<file path="src/rtl/dfd_clkgate_ctrl_pkg.sv">
// Shared types and default parameters for the debug-fabric clock-gate controller.
package dfd_clkgate_pkg;

    typedef enum logic [1:0] {
        ST_RUN   = 2'd0,
        ST_DRAIN = 2'd1,
        ST_OFF   = 2'd2,
        ST_WAKE  = 2'd3
    } state_e;

    localparam int unsigned DEF_IDLE_CNT_W = 8;
    localparam int unsigned DEF_WAKE_DLY   = 2;
    localparam int unsigned DEF_EVT_CNT_W  = 16;

endpackage

</file>
<file path="src/rtl/dfd_clkgate_ctrl_if.sv">
// Control/status bundle between the gated-domain parent and the clock-gate controller.
interface dfd_clkgate_ctrl_if
    import dfd_clkgate_pkg::*;
#(
    parameter int unsigned IDLE_CNT_W = DEF_IDLE_CNT_W,
    parameter int unsigned EVT_CNT_W  = DEF_EVT_CNT_W
);

    logic                  busy;
    logic                  wake_req;
    logic                  force_on;
    logic [IDLE_CNT_W-1:0] idle_thresh;
    logic                  evt_clr;
    logic                  clk_en;
    logic                  wake_ack;
    logic                  gated;
    logic [EVT_CNT_W-1:0]  gate_evt_cnt;

    modport master (
        output busy,
        output wake_req,
        output force_on,
        output idle_thresh,
        output evt_clr,
        input  clk_en,
        input  wake_ack,
        input  gated,
        input  gate_evt_cnt
    );

    modport slave (
        input  busy,
        input  wake_req,
        input  force_on,
        input  idle_thresh,
        input  evt_clr,
        output clk_en,
        output wake_ack,
        output gated,
        output gate_evt_cnt
    );

endinterface

</file>
<file path="src/rtl/dfd_clkgate_ctrl_sat_counter.sv">
// Saturating up-counter with a clear that overrides increment.
module dfd_sat_counter #(
    parameter int unsigned WIDTH = 16
) (
    input  logic             clk,
    input  logic             reset,
    input  logic             i_inc,
    input  logic             i_clr,
    output logic [WIDTH-1:0] o_cnt
);

    logic [WIDTH-1:0] r_cnt;

    // NOTE: sequential state uses non-blocking assignments so every flop samples pre-edge values.
    always_ff @(posedge clk) begin
        if (reset) begin
            r_cnt <= '0;
        end else if (i_clr) begin
            r_cnt <= '0;
        end else if (i_inc && (r_cnt != '1)) begin
            r_cnt <= r_cnt + 1'b1;
        end
    end

    assign o_cnt = r_cnt;

endmodule

</file>
<file path="src/rtl/dfd_clkgate_ctrl.sv">
// Idle-drain / wake FSM driving the enable of a gated debug-domain clock.
module dfd_clkgate_ctrl
    import dfd_clkgate_pkg::*;
#(
    parameter int unsigned IDLE_CNT_W = DEF_IDLE_CNT_W,
    parameter int unsigned WAKE_DLY   = DEF_WAKE_DLY,
    parameter int unsigned EVT_CNT_W  = DEF_EVT_CNT_W
) (
    input  logic              clk,
    input  logic              reset,
    dfd_clkgate_ctrl_if.slave bus
);

    // WAKE_DLY must be at least 1 and WAKE_DLY-1 must fit in the drain counter.
    localparam logic [IDLE_CNT_W-1:0] WAKE_LOAD = IDLE_CNT_W'(WAKE_DLY - 1);

    state_e                r_state;
    logic [IDLE_CNT_W-1:0] r_cnt;
    logic                  r_clk_en;
    logic                  r_gated;
    logic                  r_wake_ack;

    state_e                w_next_state;
    logic [IDLE_CNT_W-1:0] w_next_cnt;
    logic                  w_act;
    logic                  w_gate_evt;
    logic [EVT_CNT_W-1:0]  w_evt_cnt;

    assign w_act = bus.busy | bus.wake_req | bus.force_on;

    // NOTE: every combinational output gets a default first so no path can infer a latch.
    always_comb begin
        w_next_state = r_state;
        w_next_cnt   = r_cnt;
        w_gate_evt   = 1'b0;
        unique case (r_state)
            ST_RUN: begin
                if (!w_act) begin
                    w_next_state = ST_DRAIN;
                    w_next_cnt   = bus.idle_thresh;
                end
            end
            ST_DRAIN: begin
                // Activity wins over an expiring drain; cnt is reloaded only on the next RUN exit.
                if (w_act) begin
                    w_next_state = ST_RUN;
                end else if (r_cnt == '0) begin
                    w_next_state = ST_OFF;
                    w_gate_evt   = 1'b1;
                end else begin
                    w_next_cnt = r_cnt - 1'b1;
                end
            end
            ST_OFF: begin
                if (w_act) begin
                    w_next_state = ST_WAKE;
                    w_next_cnt   = WAKE_LOAD;
                end
            end
            ST_WAKE: begin
                // Activity is ignored here: the clock must settle before gating is reconsidered.
                if (r_cnt == '0) begin
                    w_next_state = ST_RUN;
                end else begin
                    w_next_cnt = r_cnt - 1'b1;
                end
            end
            default: begin
                w_next_state = ST_RUN;
            end
        endcase
    end

    // Outputs are registered from next_state so they move together with the state register.
    always_ff @(posedge clk) begin
        if (reset) begin
            r_state    <= ST_RUN;
            r_cnt      <= '0;
            r_clk_en   <= 1'b1;
            r_gated    <= 1'b0;
            r_wake_ack <= 1'b0;
        end else begin
            r_state    <= w_next_state;
            r_cnt      <= w_next_cnt;
            r_clk_en   <= (w_next_state != ST_OFF);
            r_gated    <= (w_next_state == ST_OFF);
            r_wake_ack <= bus.wake_req & (w_next_state == ST_RUN);
        end
    end

    dfd_sat_counter #(
        .WIDTH (EVT_CNT_W)
    ) u_evt_cnt (
        .clk   (clk),
        .reset (reset),
        .i_inc (w_gate_evt),
        .i_clr (bus.evt_clr),
        .o_cnt (w_evt_cnt)
    );

    assign bus.clk_en       = r_clk_en;
    assign bus.gated        = r_gated;
    assign bus.wake_ack     = r_wake_ack;
    assign bus.gate_evt_cnt = w_evt_cnt;

endmodule

</file>
<file path="src/flat_wrapper.sv">
// flat-port wrapper written by rule: the top's interface ports become plain ports
module dfd_clkgate_ctrl_flat import dfd_clkgate_pkg::*;
#(
    parameter int unsigned IDLE_CNT_W = DEF_IDLE_CNT_W,
    parameter int unsigned WAKE_DLY   = DEF_WAKE_DLY,
    parameter int unsigned EVT_CNT_W  = DEF_EVT_CNT_W
)
  (clk, reset, bus_busy, bus_wake_req, bus_force_on, bus_idle_thresh, bus_evt_clr, bus_clk_en, bus_wake_ack, bus_gated, bus_gate_evt_cnt);
  dfd_clkgate_ctrl_if #(.IDLE_CNT_W(IDLE_CNT_W), .EVT_CNT_W(EVT_CNT_W)) bus_i ();
  input  logic clk;
  input  logic reset;
  input wire logic [$bits(bus_i.busy)-1:0] bus_busy;
  input wire logic [$bits(bus_i.wake_req)-1:0] bus_wake_req;
  input wire logic [$bits(bus_i.force_on)-1:0] bus_force_on;
  input wire logic [$bits(bus_i.idle_thresh)-1:0] bus_idle_thresh;
  input wire logic [$bits(bus_i.evt_clr)-1:0] bus_evt_clr;
  output wire logic [$bits(bus_i.clk_en)-1:0] bus_clk_en;
  output wire logic [$bits(bus_i.wake_ack)-1:0] bus_wake_ack;
  output wire logic [$bits(bus_i.gated)-1:0] bus_gated;
  output wire logic [$bits(bus_i.gate_evt_cnt)-1:0] bus_gate_evt_cnt;
  assign bus_i.busy = bus_busy;
  assign bus_i.wake_req = bus_wake_req;
  assign bus_i.force_on = bus_force_on;
  assign bus_i.idle_thresh = bus_idle_thresh;
  assign bus_i.evt_clr = bus_evt_clr;
  assign bus_clk_en = bus_i.clk_en;
  assign bus_wake_ack = bus_i.wake_ack;
  assign bus_gated = bus_i.gated;
  assign bus_gate_evt_cnt = bus_i.gate_evt_cnt;
  dfd_clkgate_ctrl #(.IDLE_CNT_W(IDLE_CNT_W), .WAKE_DLY(WAKE_DLY), .EVT_CNT_W(EVT_CNT_W)) u_core (.clk(clk), .reset(reset), .bus(bus_i));
endmodule
</file>
<file path="config.mk">
export PLATFORM = sky130hd
export DESIGN_NAME = dfd_clkgate_ctrl_flat
export DESIGN_NICKNAME = d
export VERILOG_FILES = /design/src/rtl/dfd_clkgate_ctrl_pkg.sv /design/src/rtl/dfd_clkgate_ctrl_if.sv /design/src/rtl/dfd_clkgate_ctrl_sat_counter.sv /design/src/rtl/dfd_clkgate_ctrl.sv /design/src/flat_wrapper.sv
export SDC_FILE = /design/constraint.sdc
export NUM_CORES = 1
export LEC_CHECK = 0
export CAP_MARGIN = 20
export CORE_MARGIN = 1.5
export CORE_UTILIZATION = 54
export DETAILED_ROUTE_END_ITERATION = 10
export PLACE_DENSITY = 0.84
export SYNTH_ARGS = -nofsm -noshare
export SYNTH_HDL_FRONTEND = slang
export SYNTH_SLANG_ARGS = --single-unit
</file>
<file path="constraint.sdc">
create_clock -name clk -period 2.67 [get_ports clk]
set_input_delay 0.534 -clock clk [delete_from_list [all_inputs] [get_ports clk]]
set_output_delay 0.534 -clock clk [all_outputs]
set_load 0.1 [all_outputs]
</file>
==> qor.yml <==
status: "complete, no violations"
yosysMostFrequentCell: "dfxtp_1"
dieArea_um2: 3174
crit_type: "input port to flop"
crit_chain: "clkdlybuf4s50_1, nor4_4, nand4_4, nor3_4, a31oi_1, a41o_1"
slowest_stage: "clkdlybuf4s50_1"
worst_clock_skew_ns: 0.009181
synth_cells: 181
die_h_um: 56.34
clock-sinks: 29
cellPowerDensity_nw_per_um2: 431.6
wl_per_cell_um: 15.04
first_pass_iters: 4
gp_congestion: 0.8221
ant_nets: 0
hold_path_end: "u_core.r_cnt[7]"
ff2ff_path_depth: 5
grt_pass1_wl_um: 6306
die_width_um: 56.34
synthTopCellsByArea: "dfxtp_1 (38%), nor2_1 (6.1%), xnor2_1 (5.7%), nand2_1 (5.6%), a21oi_1 (4.2%)"
core_um2: 2734
synth_nets: 198
finalMaxSlewViolations: 0
cts_buffer_depth: 2
r2r_setup_slack_ns: 0.61
vias_per_cell: 5.855
path_clk_slew_ns: 0.09
clkLatencyLatePin_ns: 0.34
finalSetupViolCount: 0
synth_flop_cell: "dfxtp_1"
p_leak_nw: 0.7047
rsz0062_at_grt: "no"
cts_setup_buffers: 0
max_cap_violations: 0
critical_path.endpoint_type: "flop"
fin_cells: 248
min_period_ns: 2.138
synth_top_area_share_pct: 37.79
fin_crit_sh_pct: 80.08
portBuffers: 32
initial_core_util_pct: 56.20
hold_start: "u_core.r_cnt[7]"
yosysTopAreaCell: "dfxtp_1"
ir_worst_vdd_v: 0.0003679
cts_tree: "done"
antenna_found_initial: 0
synth-async-reset-ratio_pct: 0
cts_hold_buf: 0
cp_max_fo: 10
critPathMaxStageDelay_ns: 0.47
syn2layout_area_growth_pct: 23.21
final_nets: 234
worst_slew_margin_rel_pct: 45.71
worstHoldPathType: "flop to flop"
max_freq_mhz: 467.7
place_inst: 241
finalSetupTns_ns: 0
cp-start-kind: "input port"
drt_wl_total_um: 3730
cp_num_buf_inv: 1
cts-root-buf: "clkbuf_4"
cts-buffers-inserted: 5
num_vias: 1452
worst_pin_slew_ns: 0.8069
fill_cells: 234
first_iter_violations: 74
drc_errors: 0
finalHoldViolations: 0
synth-edff-count: 0
avgSynthCellArea_um2: 8.489
fp-row-count: 19
ys_warn_count: 0
overflow: 0
timing.rr.end: "u_core.u_evt_cnt.o_cnt[7]"
synthTopCellsByCount: "dfxtp_1 (29), nor2_1 (25), nand2_1 (23)"
io_pins: 33
cts_resized: 0
path_delay_family: "simple AND/OR/NAND/NOR gates"
grt_pass1_vias: 1428
dp_hpwl_um: 2763
cp.required_ns: 2.90
grt_max_degree: 16
whs_path_depth: 2
antennaDiodeCount: 0
track_usage_pct: 25.36
drive_gt1_share_pct: 20.28
ctsHtreeMaxLevel: 2
synth-seq-cells: 29
seq_area_frac_synth_pct: 37.79
synth_cell_types: 40
r2r_start: "u_core.r_state[0]"
arrival_ns: 2.37
synth_area_um2: 1536
==> cell families after synthesis <==
kind of cell,share of synthesized area [%]
buffers and inverters,3.828
xor gates and xnor gates,5.700
AOI/OAI and AO/OA,15.39
muxes,1.303
DFF,37.79
adders and majority gates,2.443
and+or+nand+nor,33.55
==> metal layers <==
metal | share of wire (%) | vias up | GRT usage, %
met2 | 49 | 49 | 42.52
met1 | 42 | 677 | 29.67
li1 | - | 719 | -
met4 | 1.8 | 0 | 10.20
met3 | 6.4 | 7 | 8.525
met5 | 0 | - | 0
==> sequential cells by signal (all words and copies together), names as in the netlist <==
signal	count
u_core.bus.wake_ack	1
u_core.r_state	2
u_core.u_evt_cnt.o_cnt	16
u_core.r_cnt	8
u_core.bus.gated	1
u_core.bus.clk_en	1
==> through the flow <==
stage	hold WS, ns	util (%)	total power, mW	cell area, um2	setup WS [ns]
finish	0.5186	69.24	0.8170	1893	0.5319
global route	0.5342	69.24	0.8521	1893	0.4765
CTS	0.5222	69.24	0.8218	1893	0.5489
detailed placement	0.4974	67.23	0.5529	1838	0.1860
global placement	0.4731	67.23	0.5482	1838	0.3157
floorplan	0.4652	-	0.5142	1536	0.2627
==> cell type report <==
class / count / area [um2] / area share, %
Multi-Input combinational cell: 140 / 897.1 / 47.39
Sequential cell: 29 / 580.6 / 30.67
Timing Repair Buffer: 36 / 302.8 / 15.99
Clock buffer: 7 / 55.05 / 2.908
Tap cell: 31 / 38.79 / 2.049
Inverter: 5 / 18.77 / 0.9914
==> worst max-delay path by stage <==
stage                                          from                         end  slack [ns]  cells past startpoint
final                                  bus_wake_req   u_core.u_evt_cnt.o_cnt[7]        0.53                      6
after floorplan           u_core.u_evt_cnt.o_cnt[0]  u_core.u_evt_cnt.o_cnt[10]        0.26                      6
after global routing                   bus_wake_req   u_core.u_evt_cnt.o_cnt[7]        0.48                      6
after detailed placement               bus_wake_req   u_core.u_evt_cnt.o_cnt[7]        0.19                      6
after global placement                 bus_wake_req  u_core.u_evt_cnt.o_cnt[15]        0.32                      6
after CTS                              bus_wake_req   u_core.u_evt_cnt.o_cnt[7]        0.55                      6
==> worst register-to-register path: cells and delay by family (launching register included) <==
| kind | cells | cell delay, ns |
|---|---|---|
| simple gates | 3 | 1.06 |
| flops | 1 | 0.52 |
| compound gates | 2 | 0.39 |
==> layout by cell type (no fill, tap or decap), drive strengths merged, types with 4 or more instances in the layout <==
cell type,count
clkdlybuf4s50,13
nor2,25
a21oi,13
nand2,23
buf,23
dfxtp,29
a31oi,4
inv,5
xnor2,10
o21ai,11
nor3,5
nor4,8
and3,4
nand4,4
clkbuf,7
==> power breakdown <==
group          internal (mW)  switching (mW)
registers              0.439         0.00886
clock network          0.124           0.150
logic                 0.0428          0.0527
total                  0.606           0.211
Note: power is estimated with default switching activity, not from simulation.
==> patch 1, RTL diff (config.mk and constraints unchanged) <==
`DEF_EVT_CNT_W`: 16 -> 12.
--- a/src/rtl/dfd_clkgate_ctrl_pkg.sv
+++ b/src/rtl/dfd_clkgate_ctrl_pkg.sv
@@ -12,3 +12,3 @@
     localparam int unsigned DEF_WAKE_DLY   = 2;
-    localparam int unsigned DEF_EVT_CNT_W  = 16;
+    localparam int unsigned DEF_EVT_CNT_W  = 12;
 
Interface: changed (resized bus_gate_evt_cnt); port bits go from 33 to 29. The function was not compared with the original's and may differ.
==> patch 1 against the unedited design <==
- non-clock buffer count is 5 lower
- clock skew is 7.1 ps lower
- routed wire length is 8.4% lower
- combinational power is 7% higher
- sequential cell count is 4 lower
- setup slack better by 43 ps
- global-route usage hardly changed
- power is 18% lower
- synthesized area is 6.8% lower
- fmax is 2.0% higher
- final area is 8.4% lower
- final cell count is 10% lower
- sequential power is 13% lower
- critical endpoint is now u_core.u_evt_cnt.o_cnt[4]
==> patch 1: results (changes against the unedited design) <==
[pwr]
p_comb_w=0.000102  ; +7%
vdd_drop_max_v=0.000262  ; -29%
pg_clk_w=0.000175  ; -36%
internal_power_w=0.000485  ; -20%
p_leak_nw=0.625  ; -11%

[worst_hold_path]
hold_end=u_core.u_evt_cnt.o_cnt[10]
min_from=u_core.u_evt_cnt.o_cnt[10]

[routing]
route.met3.wl_um=152  ; -36%
wl_met2_mm=1.66  ; -9.8%
viasPerCell=6.53  ; +12%
wl_met1_mm=1.51  ; -4.9%
wirelength_mm=3.42  ; -8.4%
drt_iter0_markers=33  ; -55%

[logic_synthesis]
synth-xor-area-share_pct=0  ; -5.7 points
synth_cell_types=50  ; +25%
ys_seq_area_share_pct=34.9  ; -2.9 points
synthTopCellsByArea=dfxtp_1 (35%), a21oi_1 (3.8%), nand2_1 (3.4%)
syn-num-nets=181  ; -8.6%
synthAdderAreaFrac_pct=2.62  ; +0.18 points
ys_top_cells_by_count=dfxtp_1 (25), nand2_1 (13), a21oi_1 (11)
synth_compound_area_share_pct=25.6  ; +10 points
netlist.area_leader.share_pct=34.9  ; -2.9 points
synth_mux_area_share_pct=2.18  ; +0.88 points

[sta]
fin_worst_skew_ps=2.12  ; -7.06 ps
tightest_slew_ps=574  ; -233 ps
fin_hold_ws_ps=543  ; +24.0 ps
fmax_ghz=0.477  ; +2.0%
slew_violations=0  ; unchanged

[finish]
fill_cells=211  ; -9.8%
num-nets-final=211  ; -9.8%
layout-drive-gt1-share_pct=17.6  ; -2.7 points

[global_routing]
met2_usage_pct=44.8  ; +2.3 points
met1_usage_pct=29.4  ; -0.23 points
met3_usage_pct=4.10  ; -4.4 points
grt_pass1_vias=1293  ; -9.5%
gr-usage-all-layers_pct=25.4  ; about the same
grt_pass1_wl_mm=5.44  ; -14%

[status]
status=finished, final reports clean

[placed_design]
portBuffers=28  ; -13%
dp_hpwl_mm=2.52  ; -8.8%
gp_congestion=0.855  ; +4.0%
place_ws_ps=251  ; +65.0 ps

[worst_setup_path]
r2r_cells=6  ; +1
r2r_setup_slack_ps=710  ; +100 ps
r2r_start=u_core.r_cnt[0]
crit_path_end=u_core.u_evt_cnt.o_cnt[4]
crit_slowest_cell=or4_1
critical-path-max-stage-delay_ps=580  ; +110 ps

[cts]
worstSkewPairLatency_ps=320  ; -20 ps
clkSinkCount=25  ; -14%
cts_buffers=3  ; -2
clk_pin_slew_worst_paths_ps=140  ; +50 ps

## patch 1: cell types whose count changed in the layout (fill, tap and decap cells not counted), moves of 3 or more
cell     before  now
nand2_1      23   13
or4_1         0    5
o21ai_0      11    7
nor2_1       25   10
or3_1         2    6
dfxtp_1      29   25
inv_1         5    8
buf_4        23   18
o31ai_1       0    5
xnor2_1      10    0
## patch 1: area by class of cell
type | count | area share, %
clock inverters | 1 | 0.289
well taps | 30 | 2.16
inverters | 8 | 1.73
flip-flops and latches | 25 | 28.9
repair buffers | 31 | 15.3
multi-input cells | 125 | 50.4
clock buffers | 3 | 1.30
## patch 1: through the flow
step | cell area, um2 | cells | power [W]
after floorplan | 1430 | 164 | 0.000457
after global placement | 1710 | 219 | 0.000495
after detailed placement | 1710 | 219 | 0.000497
after CTS | 1730 | 223 | 0.000671
after global routing | 1730 | 223 | 0.000698
final | 1730 | 223 | 0.000666
==> patch 2, RTL diff (same settings) <==
Without the edit above. Encoding of `state_e`: now one-hot (4 bits for 4 states).
--- a/src/rtl/dfd_clkgate_ctrl_pkg.sv
+++ b/src/rtl/dfd_clkgate_ctrl_pkg.sv
@@ -3,7 +3,7 @@
 
-    typedef enum logic [1:0] {
-        ST_RUN   = 2'd0,
-        ST_DRAIN = 2'd1,
-        ST_OFF   = 2'd2,
-        ST_WAKE  = 2'd3
+    typedef enum logic [3:0] {
+        ST_RUN   = 4'b0001,
+        ST_DRAIN = 4'b0010,
+        ST_OFF   = 4'b0100,
+        ST_WAKE  = 4'b1000
     } state_e;
Function: same outputs for any inputs over 10 cycles, from zero or initial values and one cycle with reset high; not proved beyond that.
==> patch 2 against the unedited design <==
- synthesized area is 12% higher
- clock skew is 3.1 ps lower
- power is 10% higher
- sequential cell count is 2 higher
- setup slack worse by 160 ps
- sequential power is 6.7% higher
- routed wire length is 5.0% lower
- final area is 9.9% higher
- largest power group unchanged
==> patch 2: results (changes against the unedited design) <==
[global_routing]
met1_usage_pct=26.7  ; -2.9 points
gr-usage-all-layers_pct=22.6  ; -2.8 points
grt_pass1_vias=1384  ; -3.1%
grt_pass1_wl_mm=6.02  ; -4.6%
grt_max_degree=18  ; +2
met2_usage_pct=37.2  ; -5.3 points
met3_usage_pct=7.64  ; -0.88 points
antenna_found_initial=0  ; unchanged

[routing]
wl_met1_mm=1.59  ; +0.32%
via_count=1546  ; +6.5%
viasPerCell=5.64  ; -3.6%
route.met3.wl_um=184  ; -22%
wl_met2_mm=1.72  ; -6.7%
drt_iter0_markers=65  ; -12%
dr.max_layer_used=met4
firstDrtPassIters=4  ; unchanged
wirelength_mm=3.54  ; -5.0%

[sta]
fin_worst_skew_ps=6.06  ; -3.12 ps
slew_headroom_pct=57.5  ; +12 points
slew_violations=0  ; unchanged
final_hold_viol_count=0  ; unchanged

[placed_design]
dp_cells=266  ; +10%
portBuffers=32  ; unchanged
dp_hpwl_mm=2.55  ; -7.6%
gp_congestion=0.884  ; +7.5%

[logic_synthesis]
synthTopCellsByArea=dfxtp_1 (36%), xnor2_1 (8.7%), nor2_1 (4.6%)
async_flop_share_pct=0  ; unchanged
ys_warn_count=0  ; unchanged
synth_cell_types=47  ; +18%
ys_seq_area_share_pct=36.2  ; -1.6 points
syn-num-nets=214  ; +8.1%
synth_cells=197  ; +8.8%
ys_top_cells_by_count=dfxtp_1 (31), nor2_1 (21), xnor2_1 (17)

[worst_hold_path]
holdPathStages=2  ; unchanged

[finish]
layout-drive-gt1-share_pct=20.4  ; +0.16 points
num-nets-final=246  ; +5.1%
fill_cells=263  ; +12%
antenna_cells=0  ; unchanged

[cts]
cts_resized=0  ; unchanged
htree_levels=2  ; unchanged
clk_pin_slew_worst_paths_ps=100
cts_buffers=5  ; unchanged
postCtsSetupBuffers=0  ; unchanged
clockBufferDepth=2  ; unchanged
worstSkewPairLatency_ps=330

[worst_setup_path]
crit_fanout=15  ; +5
crit_slowest_cell=or4_4
r2r_cells=7  ; +2
cp.arrival_ps=2510  ; +140 ps
critPathTopFamily=compound AO/OA/AOI/OAI gates
critical-path-max-stage-delay_ps=540  ; +70 ps
cp-start-kind=input port

[status]
status=finished, final reports clean

[pwr]
vdd_drop_max_v=0.000292  ; -21%
p_leak_nw=0.727  ; +3.1%

## patch 2: area by class of cell
type / instances / area share (%)
Multi-Input combinational cell: 147 / 48.2
Sequential cell: 31 / 29.8
Timing Repair Buffer: 36 / 14.6
Clock buffer: 8 / 3.31
Tap cell: 44 / 2.65
Inverter: 8 / 1.44
## patch 2: path summary, 6_finish.rpt
path | from | endpoint | slack (ps)
max | bus_wake_req | u_core.r_cnt[1] | 370
min | u_core.u_evt_cnt.o_cnt[10] | u_core.u_evt_cnt.o_cnt[10] | 510
max reg2reg | u_core.r_cnt[0] | u_core.r_cnt[6] | 410
min reg2reg | u_core.u_evt_cnt.o_cnt[10] | u_core.u_evt_cnt.o_cnt[10] | 510
## patch 2: metrics by stage
stage	setup slack (ps)	total power (W)	hold WS [ps]	instance area (um2)
6_report	375	0.000900	506	2080
5_1_grt	234	0.000947	545	2080
4_1_cts	366	0.000907	510	2080
3_5_place_dp	22.2	0.000596	493	2010
3_3_place_gp	91.6	0.000595	492	2010
2_1_floorplan	79.8	0.000563	481	1720
## patch 2: kinds of logic after synthesis
| kind of cell | Yosys count | share of synthesized area, % |
|---|---|---|
| AO/OA/AOI/OAI | 36 | 15.4 |
| XOR/XNOR | 17 | 8.68 |
| adder cells (fa/ha/maj) | 3 | 2.19 |
| buffers and inverters | 19 | 5.32 |
| flip-flops | 31 | 36.2 |
| AND/OR/NAND/NOR | 91 | 32.2 |
## patch 2: tightest hold or removal path, stage by stage (launching register included)
cell and delay (ps):
dfxtp_1 340, o21ai_0 70, a21oi_1 60
## patch 2: power breakdown
group	total (W)	leakage [nW]	internal, W	switching [W]
logic	0.000108	0.437	0.0000526	0.0000550
registers	0.000478	0.251	0.000470	0.00000855
clock network	0.000314	0.0386	0.000155	0.000159
total	0.000900	0.727	0.000677	0.000222
